`src/rtl/mips_pkg.sv`:
```
// rtl/mips_pkg.sv - shared mini-MIPS definitions for the register file
//
// Purpose : HI/LO operation encodings and the hardwired-zero register index,
//           imported by the register file, its HI/LO unit and its interface.
// Ports   : none (package).
package mips_pkg;

   typedef enum logic [1:0] {
      HILO_NONE = 2'd0,
      HILO_LOAD = 2'd1,
      HILO_MADD = 2'd2,
      HILO_MSUB = 2'd3
   } hilo_op_e;

   // Register index that always reads zero and ignores writes/reservations.
   localparam int REG_ZERO = 0;

endpackage

```
`src/rtl/regfile_mp_if.sv`:
```
// rtl/regfile_mp_if.sv - decode/writeback bus of the multi-port register file
//
// Purpose : bundles the GPR write port, HI/LO port, reservation port and the
//           packed read ports.
// Ports   : master (datapath) drives we/wr_addr/wr_data, hilo_op/hilo_wdata,
//           rsv_en/rsv_addr, rd_addr and receives rd_data/rd_busy/hi_out/lo_out;
//           slave (register file) is the mirror image.
interface regfile_mp_if #(
   parameter int DATA_W = 32,
   parameter int ADDR_W = 5,
   parameter int NUM_RD = 2
);
   logic                       we;
   logic [ADDR_W-1:0]          wr_addr;
   logic [DATA_W-1:0]          wr_data;
   logic [1:0]                 hilo_op;
   logic [2*DATA_W-1:0]        hilo_wdata;
   logic                       rsv_en;
   logic [ADDR_W-1:0]          rsv_addr;
   logic [NUM_RD*ADDR_W-1:0]   rd_addr;
   logic [NUM_RD*DATA_W-1:0]   rd_data;
   logic [NUM_RD-1:0]          rd_busy;
   logic [DATA_W-1:0]          hi_out;
   logic [DATA_W-1:0]          lo_out;

   modport master (
      output we, wr_addr, wr_data, hilo_op, hilo_wdata, rsv_en, rsv_addr, rd_addr,
      input  rd_data, rd_busy, hi_out, lo_out
   );

   modport slave (
      input  we, wr_addr, wr_data, hilo_op, hilo_wdata, rsv_en, rsv_addr, rd_addr,
      output rd_data, rd_busy, hi_out, lo_out
   );
endinterface

```
`src/rtl/regfile_hilo.sv`:
```
// rtl/regfile_hilo.sv - HI/LO register pair with load/accumulate/subtract
//
// Purpose : holds {hi,lo} as one 2*DATA_W word; load, add or subtract the
//           operand each edge, wrapping modulo 2^(2*DATA_W).
// Ports   : clk, rst (sync, active high), op (hilo_op_e), wdata ({hi,lo}
//           operand), hi/lo (current register contents, straight from flops).
module regfile_hilo
   import mips_pkg::*;
#(
   parameter int DATA_W = 32
) (
   input  logic                clk,
   input  logic                rst,
   input  hilo_op_e            op,
   input  logic [2*DATA_W-1:0] wdata,
   output logic [DATA_W-1:0]   hi,
   output logic [DATA_W-1:0]   lo
);

   logic [2*DATA_W-1:0] hilo_d, hilo_q;

   // Carry/borrow out of the top bit is dropped: accumulation simply wraps.
   always_comb begin
      hilo_d = hilo_q;
      case (op)
         HILO_LOAD: hilo_d = wdata;
         HILO_MADD: hilo_d = hilo_q + wdata;
         HILO_MSUB: hilo_d = hilo_q - wdata;
         default:   hilo_d = hilo_q;
      endcase
   end

   always_ff @(posedge clk) begin
      if (rst) begin
         hilo_q <= '0;
      end else begin
         hilo_q <= hilo_d;
      end
   end

   assign hi = hilo_q[2*DATA_W-1:DATA_W];
   assign lo = hilo_q[DATA_W-1:0];

endmodule

```
`src/rtl/regfile_mp.sv`:
```
// rtl/regfile_mp.sv - parametrised multi-port GPR file with pending-write scoreboard
//
// Purpose : 2**ADDR_W x DATA_W register file, r0 hardwired to zero, one write
//           port, NUM_RD registered read ports, per-register busy bits set by
//           reservations and cleared by writes, plus an independent HI/LO unit.
// Ports   : clk, rst (sync, active high), bus (regfile_mp_if.slave).
// Config  : REGFILE_BYPASS_EN defined -> a read sampled on the same edge as a
//           write/reservation returns the post-edge data and busy bit;
//           undefined -> it returns the pre-edge contents.
module regfile_mp
   import mips_pkg::*;
#(
   parameter int DATA_W = 32,
   parameter int ADDR_W = 5,
   parameter int NUM_RD = 2
) (
   input  logic        clk,
   input  logic        rst,
   regfile_mp_if.slave bus
);

   localparam int DEPTH = 2 ** ADDR_W;

   logic [DATA_W-1:0] gpr_d [DEPTH];
   logic [DATA_W-1:0] gpr_q [DEPTH];
   logic [DEPTH-1:0]  busy_d, busy_q;
   logic              wr_hit, rsv_hit;

   assign wr_hit  = bus.we     && (bus.wr_addr  != ADDR_W'(REG_ZERO));
   assign rsv_hit = bus.rsv_en && (bus.rsv_addr != ADDR_W'(REG_ZERO));

   // Entry 0 is never written and never reserved, so it stays zero/idle after
   // reset and the read ports need no special case for it.
   // Reservation is applied after the write so a same-edge pair leaves the
   // register busy: the new producer owns it.
   always_comb begin
      gpr_d  = gpr_q;
      busy_d = busy_q;
      if (wr_hit) begin
         gpr_d[bus.wr_addr]  = bus.wr_data;
         busy_d[bus.wr_addr] = 1'b0;
      end
      if (rsv_hit) begin
         busy_d[bus.rsv_addr] = 1'b1;
      end
   end

   always_ff @(posedge clk) begin
      if (rst) begin
         for (int i = 0; i < DEPTH; i++) begin
            gpr_q[i] <= '0;
         end
         busy_q <= '0;
      end else begin
         gpr_q  <= gpr_d;
         busy_q <= busy_d;
      end
   end

   generate
      for (genvar i = 0; i < NUM_RD; i++) begin : g_rd
         logic [ADDR_W-1:0] addr;
         logic [DATA_W-1:0] data_d, data_q;
         logic              busy_rd_d, busy_rd_q;

         assign addr = bus.rd_addr[i*ADDR_W +: ADDR_W];

         // Bypass reads the next-state arrays so same-edge writes and
         // reservations are already visible; otherwise read the old state.
         always_comb begin
`ifdef REGFILE_BYPASS_EN
            data_d    = gpr_d[addr];
            busy_rd_d = busy_d[addr];
`else
            data_d    = gpr_q[addr];
            busy_rd_d = busy_q[addr];
`endif
         end

         always_ff @(posedge clk) begin
            if (rst) begin
               data_q    <= '0;
               busy_rd_q <= 1'b0;
            end else begin
               data_q    <= data_d;
               busy_rd_q <= busy_rd_d;
            end
         end

         assign bus.rd_data[i*DATA_W +: DATA_W] = data_q;
         assign bus.rd_busy[i]                  = busy_rd_q;
      end
   endgenerate

   regfile_hilo #(
      .DATA_W (DATA_W)
   ) u_hilo (
      .clk   (clk),
      .rst   (rst),
      .op    (hilo_op_e'(bus.hilo_op)),
      .wdata (bus.hilo_wdata),
      .hi    (bus.hi_out),
      .lo    (bus.lo_out)
   );

endmodule

```
`src/flat_wrapper.sv`:
```
// flat-port wrapper written by rule: the top's interface ports become plain ports
module regfile_mp_flat import mips_pkg::*;
#(
   parameter int DATA_W = 32,
   parameter int ADDR_W = 5,
   parameter int NUM_RD = 2
)
  (clk, rst, bus_we, bus_wr_addr, bus_wr_data, bus_hilo_op, bus_hilo_wdata, bus_rsv_en, bus_rsv_addr, bus_rd_addr, bus_rd_data, bus_rd_busy, bus_hi_out, bus_lo_out);
  regfile_mp_if #(.DATA_W(DATA_W), .ADDR_W(ADDR_W), .NUM_RD(NUM_RD)) bus_i ();
  input  logic clk;
  input  logic rst;
  input wire logic [$bits(bus_i.we)-1:0] bus_we;
  input wire logic [$bits(bus_i.wr_addr)-1:0] bus_wr_addr;
  input wire logic [$bits(bus_i.wr_data)-1:0] bus_wr_data;
  input wire logic [$bits(bus_i.hilo_op)-1:0] bus_hilo_op;
  input wire logic [$bits(bus_i.hilo_wdata)-1:0] bus_hilo_wdata;
  input wire logic [$bits(bus_i.rsv_en)-1:0] bus_rsv_en;
  input wire logic [$bits(bus_i.rsv_addr)-1:0] bus_rsv_addr;
  input wire logic [$bits(bus_i.rd_addr)-1:0] bus_rd_addr;
  output wire logic [$bits(bus_i.rd_data)-1:0] bus_rd_data;
  output wire logic [$bits(bus_i.rd_busy)-1:0] bus_rd_busy;
  output wire logic [$bits(bus_i.hi_out)-1:0] bus_hi_out;
  output wire logic [$bits(bus_i.lo_out)-1:0] bus_lo_out;
  assign bus_i.we = bus_we;
  assign bus_i.wr_addr = bus_wr_addr;
  assign bus_i.wr_data = bus_wr_data;
  assign bus_i.hilo_op = bus_hilo_op;
  assign bus_i.hilo_wdata = bus_hilo_wdata;
  assign bus_i.rsv_en = bus_rsv_en;
  assign bus_i.rsv_addr = bus_rsv_addr;
  assign bus_i.rd_addr = bus_rd_addr;
  assign bus_rd_data = bus_i.rd_data;
  assign bus_rd_busy = bus_i.rd_busy;
  assign bus_hi_out = bus_i.hi_out;
  assign bus_lo_out = bus_i.lo_out;
  regfile_mp #(.DATA_W(DATA_W), .ADDR_W(ADDR_W), .NUM_RD(NUM_RD)) u_core (.clk(clk), .rst(rst), .bus(bus_i));
endmodule
```
`config.mk`:
```
export PLATFORM = sky130hd
export DESIGN_NAME = regfile_mp_flat
export DESIGN_NICKNAME = d
export VERILOG_FILES = /design/src/rtl/mips_pkg.sv /design/src/rtl/regfile_mp_if.sv /design/src/rtl/regfile_hilo.sv /design/src/rtl/regfile_mp.sv /design/src/flat_wrapper.sv
export SDC_FILE = /design/constraint.sdc
export NUM_CORES = 2
export LEC_CHECK = 0
export ABC_CLOCK_PERIOD_IN_PS = 11100
export CAP_MARGIN = 20
export CORE_UTILIZATION = 57
export DETAILED_ROUTE_END_ITERATION = 8
export GPL_TIMING_DRIVEN = 0
export PLACE_DENSITY_LB_ADDON = 0.2
export SYNTH_ARGS = -nofsm -noshare
export SYNTH_HDL_FRONTEND = slang
export SYNTH_SLANG_ARGS = --single-unit
```
`constraint.sdc`:
```
create_clock -name clk -period 11.1 [get_ports clk]
set_clock_uncertainty 0.15 [all_clocks]
set_input_delay 2.775 -clock clk [delete_from_list [all_inputs] [get_ports clk]]
set_output_delay 2.775 -clock clk [all_outputs]
set_load 0.05 [all_outputs]
```
[Word level (Yosys, flattened, before mapping)]
Cells that the tools add are included.
Operators by class
  eq/ne operators: 3
  multiplexer cells: 20
  bitwise logic cells: 6
  magnitude comparators: 10
  $add $sub $neg: 2
  reduce and logical (&&, ||, !) cells: 8
Operator list (number)
  1024-bit bitwise mux: 1
  32-bit binary-select mux with 5-bit select: 2
  32-bit 2-to-1 mux: 7
  64-bit case mux with 3 select lines: 1
  32-bit demux with 5-bit select: 1
  64-bit adder: 1
  64-bit subtractor: 1
  32-bit bitwise AND: 1
  32-bit NOT: 1
  32-bit bitwise OR: 1
  5-bit by 6-bit less-than comparator with 1-bit output (second input constant): 4
  6-bit >= comparator (second input constant): 3
  5-bit NOT with 6-bit output: 3
  1-bit binary-select mux with 5-bit select: 2
  1-bit demux with 5-bit select: 2
  5-bit by 1-bit >= comparator with 1-bit output (second input constant): 2
  5-bit nonzero test: 2
  6-bit by 1-bit less-than comparator with 1-bit output (second input constant): 1
  1-bit logical AND: 5
  2-bit == test (second input constant): 2
  1-bit 2-to-1 mux: 4
  3-bit nonzero test: 1
  2-bit by 1-bit == test with 1-bit output (second input constant): 1
Storage, ports and cells
  register bits: 1186
  input bits: 122

[Logic depth before layout (Yosys ltp)]
  word-level depth: 9
  gate-level depth with buffers: 25
  mapped depth without buffers: 24

[Hierarchy]
A second synthesis with hierarchy kept.
Second synthesis, totals
  cells, all modules: 7104
  area, all modules: 62572.5 µm²
By module, submodules not included
  regfile_mp: area an instance 54489.8 µm², instances 1, cells an instance 6014, sequential area each 22461.5 µm²
  regfile_hilo: area an instance 8082.8 µm², instances 1, cells an instance 1090, sequential area each 1281.2 µm²

[Worst setup path after synthesis]
OpenSTA, ideal clock, no wires.
  path type: input to register
  start point: input port bus_hilo_wdata[18]
  end point: register u_core.u_hilo.hilo_q[56]
  data required time: 10816 ps
  path buffers: 0
  arrival: 6737 ps
  cell stages on the path: 20
  setup slack: 4080 ps
  cells stage by stage: or4_4 or3_4 nor3_4 nand4_1 nor2_1 nand2_1 o21ai_0 xor2_1 ha_1 a21oi_1 o21ai_0 a21oi_1 o221a_2 a21boi_0 o21ai_0 a21o_1 or3_1 a31oi_1 xor2_1 o22ai_1
On the way
  cells in the longest elaborated chain, start to end: 2
  elaborated cells on any way between the ends: 3
RTL lines
  start, declared: RTL line flat_wrapper.sv:16  | input wire logic [$bits(bus_i.hilo_wdata)-1:0] bus_hilo_wdata;
  64-bit subtractor or 64-bit adder (tied branches): RTL line regfile_hilo.sv:28, regfile_hilo.sv:27
  64-bit case mux with 3 select lines *: RTL line regfile_hilo.sv:25  | case (op)
  end signal, assigned: RTL line regfile_hilo.sv:37  | hilo_q <= hilo_d;
  end, declared: RTL line regfile_hilo.sv:20  | logic [2*DATA_W-1:0] hilo_d, hilo_q;
Every way passes the cells marked *; elsewhere a longest branch is shown, timed or not.
A chain may end at the register's enable or synchronous reset.

[Final worst setup path]
  start point: input port bus_hilo_wdata[2]
  end point: register u_core.u_hilo.hilo_q[63]
Same word-level chain as after synthesis.

==> results.json <==
{
  "dp_cells": 8369,
  "drv_cap": 0,
  "cts_resized": 0,
  "ys_types": 70,
  "p_leak_nw": 23.27,
  "required_ns": 11.55,
  "drive_gt1_frac": 0.1313,
  "clk_path_buf_depth": 3,
  "cts_tree": "built",
  "dr_total_vias": 57500,
  "vdd_drop_max_v": 0.0001558,
  "synth_seq_cells": 1186,
  "r2r_cells": 15,
  "vias_per_cell": 6.663,
  "fin_crit_ns": 8.611,
  "reg2reg_slack_ns": 6.75,
  "synth-edff-count": 0,
  "violations": "design-rule violations",
  "worstPathArrival_ns": 9.06,
  "synthArstFlopShare": 0,
  "multi_input_area_sq_um": 35390,
  "syn_area_sq_um": 61660,
  "dieArea_sq_um": 109500,
  "dieHeight_microns": 330.9,
  "port_buffers": 235,
  "core_region_area_sq_um": 107200,
  "drc": 2,
  "critPathLaunchType": "primary input",
  "cp.depth": 19,
  "syn_inst": 6708,
  "cp_max_fo": 8,
  "gr-total-overflow": 0,
  "ant_nets": 0,
  "dr.pass1.iters": 9,
  "report.final.slew_viol_count": 0,
  "worst_skew_pair.late_latency_ns": 0.78,
  "fin_nets": 7306,
  "synth_nets": 6895,
  "path_buf_inv": 2,
  "synth_most_common_cell": "nand2_1",
  "layoutNonFillerInstCount": 8629,
  "r2r-end": "u_core.u_hilo.hilo_q[50]$_SDFFE_PP0P_",
  "critPathTopFamily": "simple AND/OR/NAND/NOR gates",
  "path_cells": "clkdlybuf4s50_1 -> nor3_1 -> nand3_1 -> nor4_2 -> nand4_1 -> o21ai_0 -> xor2_1 -> ha_1 -> clkbuf_1 -> nand4_1 -> or3_1 -> nor3_1 -> o2111ai_1 -> a21oi_1 -> nor3_1 -> nor3_1 -> a31oi_1 -> xnor2_1 -> a211oi_2",
  "pin_count": 252,
  "route.detailed.wl_per_inst_microns": 28.19,
  "dp_hpwl_microns": 184300,
  "setup-tns-final_ns": 0,
  "wl_microns": 243200,
  "rows": 120,
  "critPathCaptureType": "register",
  "powerDensity_nw_per_um2": 149.8,
  "yosys.area.top_type": "dfxtp_1",
  "ctsHoldBuffers": 0,
  "avgSynthCellArea_sq_um": 9.192,
  "fin_total_pwr_mw": 10.61,
  "synthFlopType": "dfxtp_1",
  "h-tree-depth": 4,
  "drtIter0Drc": 8649,
  "ys_warn_count": 0,
  "antenna_found_initial": 10,
  "cp-endpoint": "u_core.u_hilo.hilo_q[63]$_SDFFE_PP0P_",
  "fillers": 8748,
  "min-delay-path-class": "reg2reg",
  "hold_viol": 0,
  "slowest_delay_ns": 0.81,
  "numCtsBuffers": 132,
  "period_share": 0.7758,
  "grt_first_pass_wirelength_microns": 349700,
  "setup_violations": 0,
  "path_class": "in2reg",
  "cts_sinks": 1186,
  "fmax_mhz": 116.1,
  "die_w_microns": 330.9,
  "synth_common_cells": "nand2_1, dfxtp_1, a21oi_1",
  "cp_slowest_cell": "nor4_2",
  "yosysSeqAreaShare": 0.3850,
  "start_util": 0.5752,
  "groute.usage.overall": 0.4401,
  "worst_pin_slew_ns": 1.263,
  "regArea_sq_um": 23740,
  "rsz0062_at_grt": "false",
  "worstSetupStartpoint": "bus_hilo_wdata[2]",
  "post_cts_buffers": 0,
  "grt_pass1_vias": 52900,
  "globalplace.congestion": 1.031,
  "r2r_start": "u_core.u_hilo.hilo_q[0]$_SDFFE_PP0P_",
  "syn2layout_area_growth_pct": 14.83,
  "clkTransAtPathRegs_ns": 0.06,
  "status": "complete, but fails checks",
  "root_buffer": "clkbuf_16",
  "path_common_cell": "nor3_1",
  "synthDominantCellAreaShare": 0.3850,
  "grt_max_degree": 17,
  "relSlewSlack": 0.1517,
  "synth.area.top_cells": "dfxtp_1, mux4_2, nand2_1, a21oi_1, clkbuf_1"
}
## placed cells by master, fill, tap and decap left out, types with 8 or more instances in the layout
master and count:
a21oi_1 1096, a21o_1 35, o21bai_1 18, o31ai_1 9
nand3_1 29, a31oi_1 14, clkinv_2 19, mux4_2 660
a22oi_1 31, buf_1 49, mux2i_1 84, ha_1 64
o21ai_0 53, clkbuf_8 32, bufinv_16 8, a211oi_1 93
buf_6 9, diode_2 8, and2_1 9, nor3_1 28
nor2_1 191, nor2b_1 91, inv_1 31, nand2b_1 10
clkdlybuf4s50_1 235, clkbuf_1 608, nand4_1 18, xor2_1 64
nand2_1 2082, o22ai_1 12, dfxtp_1 1186, clkbuf_16 139
and3_1 8, buf_8 29, xnor2_1 58
## cell families (layout without fill, tap and decap cells)
| family | Yosys count | in the layout | share of synthesized area |
|---|---|---|---|
| other | 0 | 8 | 0 |
| xor gates and xnor gates | 123 | 123 | 0.01759 |
| adders and majority gates | 65 | 65 | 0.01331 |
| AOI/OAI and AO/OA | 1408 | 1408 | 0.1250 |
| muxes | 744 | 744 | 0.2547 |
| and+or+nand+nor | 2509 | 2509 | 0.1631 |
| DFF | 1186 | 1186 | 0.3850 |
| buffers and inverters | 673 | 1183 | 0.04125 |
## metrics by stage
stage          setup WS [ns]  hold slack [ns]  area [sq um]  utilization
4_1_cts                2.903           0.3143         70540       0.6580
5_1_grt                2.274           0.3259         70790       0.6603
3_3_place_gp           1.899           0.2974         65770       0.6135
6_report               2.489           0.3140         70810       0.6605
2_1_floorplan          4.080           0.2929         61660            -
3_5_place_dp           2.108           0.3065         66130       0.6169
## sequential cells by signal, summed over array words and instances, names as in the netlist
register,cells
u_core.g_rd.data_q,64
u_core.busy_q,32
u_core.u_hilo.hilo_q,64
u_core.g_rd.busy_rd_q,2
u_core.gpr_q,1024
## report_power, final
part	internal (mW)	total, mW	leakage [nW]	switching (mW)
registers	4.33	4.39	9.58	0.0604
clock network	2.68	4.55	2.17	1.87
logic	0.569	1.67	11.5	1.10
total	7.57	10.6	23.3	3.04
## worst min-delay path by stage
stage / startpoint / endpoint / cells after the start
2_1_floorplan: u_core.gpr_q[160]$_SDFFE_PP0P_ / u_core.gpr_q[160]$_SDFFE_PP0P_ / 2
3_3_place_gp: u_core.gpr_q[163]$_SDFFE_PP0P_ / u_core.gpr_q[163]$_SDFFE_PP0P_ / 2
3_5_place_dp: u_core.gpr_q[681]$_SDFFE_PP0P_ / u_core.gpr_q[681]$_SDFFE_PP0P_ / 2
4_1_cts: u_core.gpr_q[163]$_SDFFE_PP0P_ / u_core.gpr_q[163]$_SDFFE_PP0P_ / 2
5_1_grt: u_core.gpr_q[396]$_SDFFE_PP0P_ / u_core.gpr_q[396]$_SDFFE_PP0P_ / 2
6_report: u_core.gpr_q[446]$_SDFFE_PP0P_ / u_core.gpr_q[446]$_SDFFE_PP0P_ / 2
## routing by layer
metal	up-vias	global-route usage	routed length, microns
li1	24490	-	-
met1	27840	0.5951	90980
met2	4343	0.5956	99130
met3	808	0.1553	35410
met4	16	0.2801	17430
met5	-	0.01522	291
## cell type report
class                      count  area share
antenna                        8   0.0002827
buffer                       642     0.03448
clock buffer                 198     0.05664
sequential                  1186      0.3353
timing repair buffer         277     0.04146
clock inverter                35    0.005637
tap                         1403     0.02479
multi-input combinational   4849      0.4998
inverter                      31    0.001643
## worst register-to-register path, cell delays in order (launching register included)
cell	delay, ns
dfxtp_1	0.31
inv_1	0.07
ha_1	0.18
inv_1	0.06
fa_1	0.44
a211oi_1	0.38
o21a_1	0.24
a21oi_1	0.12
a21boi_0	0.29
o21ba_2	0.25
o21ai_0	0.34
a21oi_1	0.46
o21ai_0	0.25
a221oi_1	0.34
xor2_1	0.20
o22ai_1	0.10
Power figures use the tool's default switching activity.
